$ cat config.mk
export PLATFORM = sky130hd
export DESIGN_NAME = tx_axis_frame_arbiter
export DESIGN_NICKNAME = d
export VERILOG_FILES = /design/src/rtl/tx_axis_frame_arbiter.sv
export SDC_FILE = /design/constraint.sdc
export NUM_CORES = 1
export LEC_CHECK = 0
export ABC_AREA = 0
export BUFFER_PORTS_ARGS = -buffer_cell sky130_fd_sc_hd__buf_2
export CAP_MARGIN = 20
export CORE_UTILIZATION = 35
export CTS_CLUSTER_DIAMETER = 100
export DETAILED_ROUTE_END_ITERATION = 6
export HOLD_SLACK_MARGIN = 0.12
export PLACE_DENSITY = 0.77
export SLEW_MARGIN = 20
export SYNTH_ARGS = -nofsm -noshare
export SYNTH_HDL_FRONTEND = slang
export SYNTH_SLANG_ARGS = --single-unit
export TNS_END_PERCENT = 5
$ cat constraint.sdc
create_clock -name tx_clk -period 1.7 [get_ports tx_clk]
set_input_delay 0.255 -clock tx_clk [delete_from_list [all_inputs] [get_ports tx_clk]]
set_output_delay 0.255 -clock tx_clk [all_outputs]
set_load 0.1 [all_outputs]
$ cat src/rtl/tx_axis_frame_arbiter.sv
// Frame-level round-robin arbiter sharing one AXIS master (TX MAC input) among NUM_PORTS sources.
// state   | meaning: IDLE arbitrate | FORWARD pass granted frame | CLOSE emit abort beat | DRAIN discard rest of frame
module tx_axis_frame_arbiter #(
    parameter int NUM_PORTS       = 2,
    parameter int AXIS_DATA_WIDTH = 32,
    parameter int AXIS_DATA_BYTES = AXIS_DATA_WIDTH / 8,
    parameter int TIMEOUT_CYCLES  = 256
) (
    input  logic                                 tx_clk,
    input  logic                                 tx_rst,
    input  logic [NUM_PORTS*AXIS_DATA_WIDTH-1:0] s_tdata,
    input  logic [NUM_PORTS*AXIS_DATA_BYTES-1:0] s_tkeep,
    input  logic [NUM_PORTS-1:0]                 s_tvalid,
    input  logic [NUM_PORTS-1:0]                 s_tlast,
    output logic [NUM_PORTS-1:0]                 s_tready,
    output logic [AXIS_DATA_WIDTH-1:0]           m_tdata,
    output logic [AXIS_DATA_BYTES-1:0]           m_tkeep,
    output logic                                 m_tvalid,
    output logic                                 m_tlast,
    input  logic                                 m_tready,
    output logic [NUM_PORTS-1:0]                 grant,
    output logic                                 busy,
    output logic [NUM_PORTS-1:0]                 frame_abort
);

    localparam int PW    = (NUM_PORTS > 1) ? $clog2(NUM_PORTS) : 1;
    localparam int WD_W  = (TIMEOUT_CYCLES > 0) ? $clog2(TIMEOUT_CYCLES + 1) : 1;
    localparam int WD_TO = (TIMEOUT_CYCLES > 0) ? TIMEOUT_CYCLES : 1;
    localparam logic [WD_W-1:0] WD_LAST = WD_W'(WD_TO - 1);
    localparam logic [WD_W-1:0] WD_SAT  = WD_W'(WD_TO);
    localparam logic [PW-1:0]   PTR_RST = PW'(NUM_PORTS - 1);

    typedef enum logic [1:0] {
        IDLE    = 2'd0,
        FORWARD = 2'd1,
        CLOSE   = 2'd2,
        DRAIN   = 2'd3
    } state_t;

    state_t                      state;
    state_t                      state_next;
    logic [NUM_PORTS-1:0]        grant_next;
    logic [PW-1:0]               ptr;
    logic [PW-1:0]               ptr_next;
    logic [WD_W-1:0]             wdog;
    logic [WD_W-1:0]             wdog_next;
    logic [NUM_PORTS-1:0]        abort_next;

    logic                        req_found;
    logic [PW-1:0]               win_idx;
    logic [PW-1:0]               cand;

    logic [AXIS_DATA_WIDTH-1:0]  sel_tdata;
    logic [AXIS_DATA_BYTES-1:0]  sel_tkeep;
    logic                        sel_tvalid;
    logic                        sel_tlast;

    // Search starts just after the last winner so a port that was just served goes last.
    always_comb begin
        req_found = 1'b0;
        win_idx   = '0;
        cand      = '0;
        for (int i = 1; i <= NUM_PORTS; i++) begin
            cand = PW'((int'(ptr) + i) % NUM_PORTS);
            if (!req_found && s_tvalid[cand]) begin
                req_found = 1'b1;
                win_idx   = cand;
            end
        end
    end

    always_comb begin
        sel_tdata = '0;
        sel_tkeep = '0;
        for (int p = 0; p < NUM_PORTS; p++) begin
            if (grant[p]) begin
                sel_tdata = sel_tdata | s_tdata[p*AXIS_DATA_WIDTH +: AXIS_DATA_WIDTH];
                sel_tkeep = sel_tkeep | s_tkeep[p*AXIS_DATA_BYTES +: AXIS_DATA_BYTES];
            end
        end
    end

    assign sel_tvalid = |(s_tvalid & grant);
    assign sel_tlast  = |(s_tlast & grant);
    assign busy       = (state != IDLE);

    always_comb begin
        state_next = state;
        grant_next = grant;
        ptr_next   = ptr;
        wdog_next  = wdog;
        abort_next = '0;
        m_tvalid   = 1'b0;
        m_tlast    = 1'b0;
        m_tdata    = '0;
        m_tkeep    = '0;
        s_tready   = '0;
        case (state)
            IDLE: begin
                wdog_next = '0;
                if (req_found) begin
                    grant_next          = '0;
                    grant_next[win_idx] = 1'b1;
                    ptr_next            = win_idx;
                    state_next          = FORWARD;
                end
            end
            FORWARD: begin
                m_tvalid = sel_tvalid;
                m_tlast  = sel_tlast;
                m_tdata  = sel_tdata;
                m_tkeep  = sel_tkeep;
                s_tready = grant & {NUM_PORTS{m_tready}};
                if (sel_tvalid && m_tready) begin
                    wdog_next = '0;
                    if (sel_tlast) begin
                        state_next = IDLE;
                        grant_next = '0;
                    end
                end else if (!sel_tvalid && (TIMEOUT_CYCLES > 0)) begin
                    // Only a silent source counts; MAC backpressure leaves the count untouched.
                    if (wdog == WD_LAST) begin
                        wdog_next  = WD_SAT;
                        abort_next = grant;
                        state_next = CLOSE;
                    end else begin
                        wdog_next = wdog + 1'b1;
                    end
                end
            end
            CLOSE: begin
                m_tvalid = 1'b1;
                m_tlast  = 1'b1;
                if (m_tready) begin
                    state_next = DRAIN;
                end
            end
            DRAIN: begin
                s_tready = grant;
                if (sel_tvalid && sel_tlast) begin
                    state_next = IDLE;
                    grant_next = '0;
                end
            end
            default: begin
                state_next = IDLE;
                grant_next = '0;
            end
        endcase
    end

    always_ff @(posedge tx_clk) begin
        if (!tx_rst) begin
            state       <= IDLE;
            grant       <= '0;
            ptr         <= PTR_RST;
            wdog        <= '0;
            frame_abort <= '0;
        end else begin
            state       <= state_next;
            grant       <= grant_next;
            ptr         <= ptr_next;
            wdog        <= wdog_next;
            frame_abort <= abort_next;
        end
    end

endmodule

After elaboration in Yosys (flattened, before gate mapping)
Index checks and enable logic that the tools add are counted.
{"block": "totals", "out_inout_bits": 45, "regBits": 16}
{"block": "op_classes", "n_mux": 34, "n_lt_le_gt_ge": 4, "add_sub_neg": 3, "reduce_logical": 16, "bitwise_logic": 8, "eq_ne": 12}
{"operator": "$mux 32", "count": 3}
{"operator": "$or 32x32->32", "count": 1}
{"operator": "$mux 9", "count": 3}
{"operator": "$mux 2", "count": 9}
{"operator": "$pmux 9 s2", "count": 1}
{"operator": "$mux 4", "count": 3}
{"operator": "$ne 2x2->1 const B", "count": 5}
{"operator": "$add 9x1->9 const B", "count": 1}
{"operator": "$eq 9x8->1 const B", "count": 1}
{"operator": "$mux 1", "count": 9}
{"operator": "$ne 3x3->1 const B", "count": 3}
{"operator": "$pmux 2 s4", "count": 1}
{"operator": "$and 2x2->2", "count": 3}
{"operator": "$lt 1x2->1 const B", "count": 3}
{"operator": "$pmux 2 s3", "count": 1}
{"operator": "$reduce_and 6->1", "count": 1}
{"operator": "$reduce_or 6->1", "count": 1}
{"operator": "$reduce_and 5->1", "count": 1}
{"operator": "$eq 2x2->1 const B", "count": 2}
{"operator": "$logic_and 1x1->1", "count": 4}
{"operator": "$or 4x4->4", "count": 1}
{"operator": "$pmux 1 s2", "count": 2}
{"operator": "$pmux 2 s2", "count": 1}
{"operator": "$reduce_and 2->1", "count": 2}
{"operator": "10 further kinds", "count": 15}

Logic depth before layout (Yosys ltp)
Gate-level depths: netlist (run 1).
{"block": "logic_depth", "word_depth": 13, "ltp_mapped": 8}

Worst setup path before layout (run 1)
No wires, ideal clock.
{"block": "synth_timing", "kind": "reg2out", "from": "register grant[1]", "to": "output m_tdata[10]", "arrival_time_ns": 3.261, "path_slack_ns": -1.816, "stages_incl_launch_ff": 6, "required_ns": 1.445, "path_cell_list": "dfxtp_1 clkbuf_8 clkbuf_1 clkbuf_1 a22oi_1 nor2b_1"}
{"block": "synth_between", "elab_chain_len": 2}
{"element": "start, declared", "line_no": "21", "rtl": "output logic [NUM_PORTS-1:0] grant,"}
{"element": "start signal, assigned", "line_no": "161", "rtl": "grant <= grant_next;"}
{"element": "$mux 32", "line_no": "76", "rtl": "if (grant[p]) begin"}
{"element": "$mux 32", "line_no": "98", "rtl": "case (state)"}
{"element": "end, declared", "line_no": "16", "rtl": "output logic [AXIS_DATA_WIDTH-1:0] m_tdata,"}
No other way between the ends.

==> impl_results.md, run 1 <==
- Status: finished, violations left
- Violated checks: negative setup slack
- Initial detailed-routing violation count: between 100 and 150
- Finished Core Util: ~87%
- Fin area: between 3000 and 4000 sq um
- Fmax: around 550 MHz
- Reg2reg setup slack: -0.12 ns
- Initial Util: a little under two fifths
- Syn-to-layout area delta: 138.0%
- Post-synthesis register bit count: 16
- GRT Residual Overflow: 0
- First-pass GRT wire length: between 9 and 10 mm
- Drt wl/cell: about 19 um
- Cells after DPL: just under 400
- Syn avg cell area: roughly 7.6 sq um
- CP Class: flop to flop
- Initial antenna violation count: 0
- Worst Reg-to-Reg Cells: 7
- Number of cells on the worst hold path: 2
- I/O pin cnt: ~120
- GPL Wtd Cong: 0.8950
- Final period util: 107.1%
- H-tree levels: 1
- Synth cell types: 40
- Filler Cells Inserted: 190
- Final hold vios: 0
- Min Tclk post-route: between 1.5 and 2 ns
- Worst Hold Path EP: ptr
- Vias in the first global route: 2100
- Finished Layout Cells: a little under 400
- RSZ-0062 raised after global routing: yes
- Post-route setup slack: -0.1212 ns
- Worst-path clk slew: about 0.070 ns
- Worst hold path class: input pin to flop
- Actual slew at the worst max-slew pin: between 0.4 and 0.5 ns
- Total wire length: around 7.4 mm
- EDFF count, synth: 0
- Via Count: between 2000 and 2500
- Diodes inserted: 0
- # DRC: 0
- CTS buffer count: 3
- Die width: 67.28 um
- Detail Placement HPWL: roughly 5.2 mm
- Largest net degree at the start of global routing: 34
- Slew Limit Fails: 0
- Max Cap Viol: 0
- WHS: 0.2862 ns
- Die area: around 4500 sq um
- CTS root buf: clkbuf_8
- Headroom to the max-slew limit: 67.86%
- Share of layout cells above drive strength 1: approximately 70%
- Power Density: between 800 and 900 nW/um^2
- Max clock buf depth: 2
- CP Max Fanout: 7
- Port buffer count: approximately 120
- Async S/R FF share, synth: 0%
- CP Capture Type: flop
- HP Start: tx_rst
- Clock skew: between 0.01 and 0.015 ns
- Sequential share of the synthesized area: around 21%
- Required @ worst endpoint: ~1.8 ns
- Row count: 23
- Worst path cell trace: inv_4 -> ha_4 -> buf_4 -> a22oi_2 -> o211ai_1 -> or4_1 -> o211a_1
- Die Ht: a little under 70 um
- Setup violations, final: 47
- Max stage delay on crit path: 0.44 ns
- Prevailing post-synth register cell: dfxtp_1
- CTS tree: done
- RR Endpoint: state[0]
- Syn Std Cell Area: ~1500 sq um
- Pre-CTS setup slack: -0.1224 ns
- Nets: 429
- Synth Instances: around 200
- All-Layer GR Usage: between 20 and 30%
- Syn Nets: approximately 280
- Slowest library cell on the worst path: or4_1
- Yosys warning total: 0
- Worst vdd ir: 0.0007725 V
- TritonRoute pass-1 iters: 4
- Vias per std cell: about 5.7
- Core box area: around 4000 sq um
- Critical Path Source Type: flop
- Sink Count: 16
- Worst skew pair latency: about 0.27 ns
- Arrival @ worst endpoint: between 1.5 and 2 ns
- Placed Instance Area: 3337 sq um
- Leakage: ~1.4 nW
- Antenna-violating nets left: 0
-- state kept, by name (all words and copies together), names as in the netlist, named ones only --
| register | cells |
|---|---|
| grant | 2 |
| state | 1 |
| wdog | 9 |
| ptr | 1 |
| frame_abort | 2 |
-- synth_stat cells, types with 2 or more instances --
cell	count	share of area, %
clkbuf_1	11	2.8
a21oi_1	9	3.0
a21boi_1	2	1.0
nor2_1	12	3.0
dfxtp_1	16	21
ha_1	7	5.9
o21ai_0	3	1.0
and2_1	2	0.84
a22oi_1	38	19
nand3_1	4	1.3
a31oi_1	2	0.84
and3_1	5	2.1
or4_1	2	1.0
buf_1	2	0.50
inv_1	6	1.5
xor2_1	3	1.8
xnor2_1	2	1.2
nand2_1	9	2.3
nor2b_1	41	17
-- cell families after synthesis --
logic type / count (synthesis) / share of synthesized area, %
flops: 16 / 21.48
buf+inv: 21 / 6.040
xor+xnor: 5 / 2.937
fa+ha+maj: 7 / 5.872
compound gates: 67 / 33.05
simple gates: 81 / 30.62
-- critical path, delay by kind of cell, from the launching register on --
family                   cells  cell delay, ns
AO/OA/AOI/OAI                3            0.48
adder cells (fa/ha/maj)      1            0.18
buffers and inverters        2            0.22
AND/OR/NAND/NOR              1            0.44
flip-flops                   1            0.38
-- power breakdown --
part           leakage [nW]  switching, mW  internal, mW  total (mW)
combinational          1.26           1.27         0.938        2.21
sequential            0.135         0.0411         0.404       0.445
clock                0.0228          0.144         0.167       0.311
total                  1.42           1.45          1.51        2.96
-- placed cells by master (no fill, tap or decap), drive strengths merged, types with 2 or more instances in the layout --
cell	netlist	routed
nor2	12	12
a22oi	39	39
and3	5	5
nand3	4	4
a21oi	9	9
or4	2	2
ha	7	7
nor2b	41	41
inv	6	6
and2	2	2
dfxtp	16	16
buf	3	156
xor2	3	3
nand2	9	9
a31oi	2	2
xnor2	2	2
o21ai	5	5
a21boi	3	3
clkbuf	12	4
-- area by class of cell --
type	count	area [sq um]	share of cell area (%)
Timing Repair Buffer	156	1545	43.53
Multi-Input combinational cell	160	1530	43.11
Inverter	6	25.02	0.7050
Sequential cell	16	341.6	9.623
Clock buffer	4	45.04	1.269
Tap cell	50	62.56	1.762
-- metal layers --
metal / wire length (um) / up-vias / GRT usage [%]
li1: - / 1012 / -
met4: 344 / 0 / 13.30
met5: 0 / - / 0
met2: 4022 / 131 / 53.13
met1: 2529 / 1067 / 30.18
met3: 534 / 39 / 6.926
-- worst max path at each step --
stage / slack [ns] / to / startpoint / depth (start not counted)
3_5_place_dp: -0.12 / wdog[3] / wdog[0] / 8
5_1_grt: -0.17 / state[0] / flop / 7
2_1_floorplan: -0.15 / m_tdata[10] / grant[1] / 5
4_1_cts: -0.07 / state[0] / wdog[5] / 7
3_3_place_gp: 0.0005 / state[0] / wdog[5] / 7
6_report: -0.12 / state[0] / flop / 7
-- timing repair --
| item | 4_1_cts | 5_1_grt |
|---|---|---|
| buffers inserted | 2 | 1 |
| gates resized for setup | 22 | 16 |
| endpoints found under the setup margin | 50 | 53 |
| hold buffers | 0 | 0 |
| pin swaps | 3 | 8 |
-- through the flow --
stage                     total power, mW  TNS, ns
after floorplan                     1.802   -4.888
after detailed placement            2.517  -0.8432
after global routing                3.069   -5.809
after global placement              2.471        0
after CTS                           2.875   -1.595
final                               2.961   -3.095
Note: power is estimated with default switching activity, not from simulation.
==> run 2: changes to the inputs <==
REMOVE_ABC_BUFFERS = 1   (was unset)
==> run 2 against run 1 <==
- the run still ends with negative setup slack left
- combinational power about the same
- total power up 0.90%
- sequential power up 1%
- worst hold slack better by 0.012 ns
- die area unchanged
- non-clock buffer count down 1
- clock power up 12%
- largest cell class unchanged
==> impl_results.md, run 2 (synthesized netlist as in run 1, its figures left out) <==
- GRT Residual Overflow: 0
- CP most frequent cell: and3_1
- Highest routed layer: met4
- Drt wl/cell: about 21 um
- Actual slew at the worst max-slew pin: 0.4834 ns
- Most common cell after layout, fill and taps aside: buf_2
- First-pass GRT wire length: just over 10 mm
- Max stage delay on crit path: around 0.48 ns
- Largest delay share family, worst path: simple AND/OR/NAND/NOR gates
- Antenna-violating nets left: 0
- Max clock buf depth: 2
- H-tree levels: 1
- CTS root buf: clkbuf_8
- All-Layer GR Usage: 30.04%
- Largest register by flop count: wdog
- Clock skew: around 0.0073 ns
- Initial antenna violation count: 1
- Met1 wire length: 2.961 mm
- Worst hold path class: input pin to flop
- Port buffer count: approximately 120
- Routed wl met2: about 4.2 mm
- Biggest registers after layout: wdog: 9 flops, frame_abort: 2 flops, grant: 2 flops
- Slowest library cell on the worst path: or4_1
- Pre-CTS setup slack: -0.1393 ns
- Vias in the first global route: 2150
- Nets: 428
- Largest net degree at the start of global routing: 30
- Commonest non-fill, non-tap cells in the layout: buf_2 (80), buf_12 (45), a22oi_1 (38)
- Die width: between 60 and 70 um
- Hold buffer count at cts: 0
- Worst-path clk slew: ~0.070 ns
- Worst skew pair latency: 0.26 ns
- Min Tclk post-route: 1.862 ns
- RSZ-0062 raised after global routing: yes
- CTS buffer count: 3
- Initial detailed-routing violation count: about 230
- WHS: ~0.30 ns
- Syn-to-layout area delta: 133.0%
- Status: finished, violations left
- Violated checks: negative setup slack
- CP Max Fanout: 2
- I/O pin cnt: approximately 120
- TritonRoute pass-1 iters: 5
- Power Density: about 860 nW/um^2
- Critical Path Source Type: flop
- CP Class: flop to flop
- Fmax: ~540 MHz
- Worst path cell trace: and3_1 -> and3_4 -> and3_1 -> ha_2 -> nor2_1 -> or4_1 -> o211a_1
- Via Count: 2335
- Arrival @ worst endpoint: ~2.0 ns
- Row count: 23
- Number of buffers and inverters on the critical path: 0
- Sink Count: 16
- Detail Placement HPWL: approximately 4.8 mm
- Final hold vios: 0
- Slew Limit Fails: 0
- Setup violations, final: 52
- Die area: 4527 sq um
- CP Capture Type: flop
- GPL Wtd Cong: ~0.91
- Headroom to the max-slew limit: about two thirds
- # DRC: 0
- Final Total Pwr: roughly 3 mW
- Vias per std cell: roughly 6.0
- Met3 WL: about 790 um
- Final period util: 109.5%
- Worst vdd ir: around 0.00065 V
- Post-route setup slack: -0.1623 ns
- Required @ worst endpoint: about 1.8 ns
- Finished Core Util: a little under nine tenths
- Die Ht: just under 70 um
- Core box area: 4058 sq um
- Leakage: approximately 1.4 nW
- Max Cap Viol: 0
- Max reg flops: 9
- Share of layout cells above drive strength 1: 68.04%
- Total wire length: between 8 and 9 mm
- CTS tree: done
- Initial Util: 36.76%
-- run 2: cell types whose count changed in the layout (fill, tap and decap cells not counted), moves of 2 or more --
cell / delta
buf_6: -2
and3_1: +2
o21ai_1: +2
buf_8: +2
a22oi_1: +10
dfxtp_2: +3
and3_4: -2
a22oi_2: -10
a21boi_2: +2
nor2b_4: -2
dfxtp_4: -3
-- run 2: through the flow --
stage	cell area, sq um	instances	setup TNS [ns]
2_1_floorplan	1424	182	-86.21
3_3_place_gp	2958	383	-0.9819
3_5_place_dp	2958	383	-3.704
4_1_cts	3252	391	-0.2506
5_1_grt	3475	392	-5.235
6_report	3475	392	-2.340
-- run 2: area by class of cell --
class	count	area, sq um
repair buffers	155	1545
multi-input cells	160	1453
fillers	161	583.1
flip-flops and latches	16	334.1
well taps	50	62.56
clock buffers	4	55.05
inverters	6	22.52
diodes	1	2.502
-- run 2: report_power, final --
part	switching (mW)	leakage, nW	internal [mW]
Sequential	0.0452	0.134	0.404
Combinational	1.27	1.26	0.922
Clock	0.142	0.0288	0.206
Total	1.45	1.42	1.53
-- run 2: final timing paths --
| path | startpoint | to | slack (ns) | cells after the start |
|---|---|---|---|---|
| hold reg to reg | wdog[8] | wdog[8] | 0.53 | 2 |
| hold / removal | tx_rst | ptr | 0.30 | 2 |
| setup reg to reg | wdog[5] | state[0] | -0.16 | 7 |
| setup / recovery | wdog[5] | state[0] | -0.16 | 7 |
-- run 2: what timing repair did --
item | CTS | global route
endpoints found under the setup margin | 52 | 53
gates resized for setup | 70 | 50
cloned | 0 | 0
setup buffers | 4 | 0
pin swaps | 5 | 4
-- run 2: layer usage --
layer / up-vias / global-route usage, %
met2: 178 / 56.00
met3: 53 / 7.264
met4: 0 / 14.63
li1: 1006 / -
met5: - / 0
met1: 1098 / 30.97
-- run 2: worst reg2reg max path, stage by stage, from the launching register on --
cell and delay [ns]:
dfxtp_2 0.34, and3_1 0.18, and3_4 0.19, and3_1 0.18, ha_2 0.18, nor2_1 0.06, or4_1 0.48, o211a_1 0.15
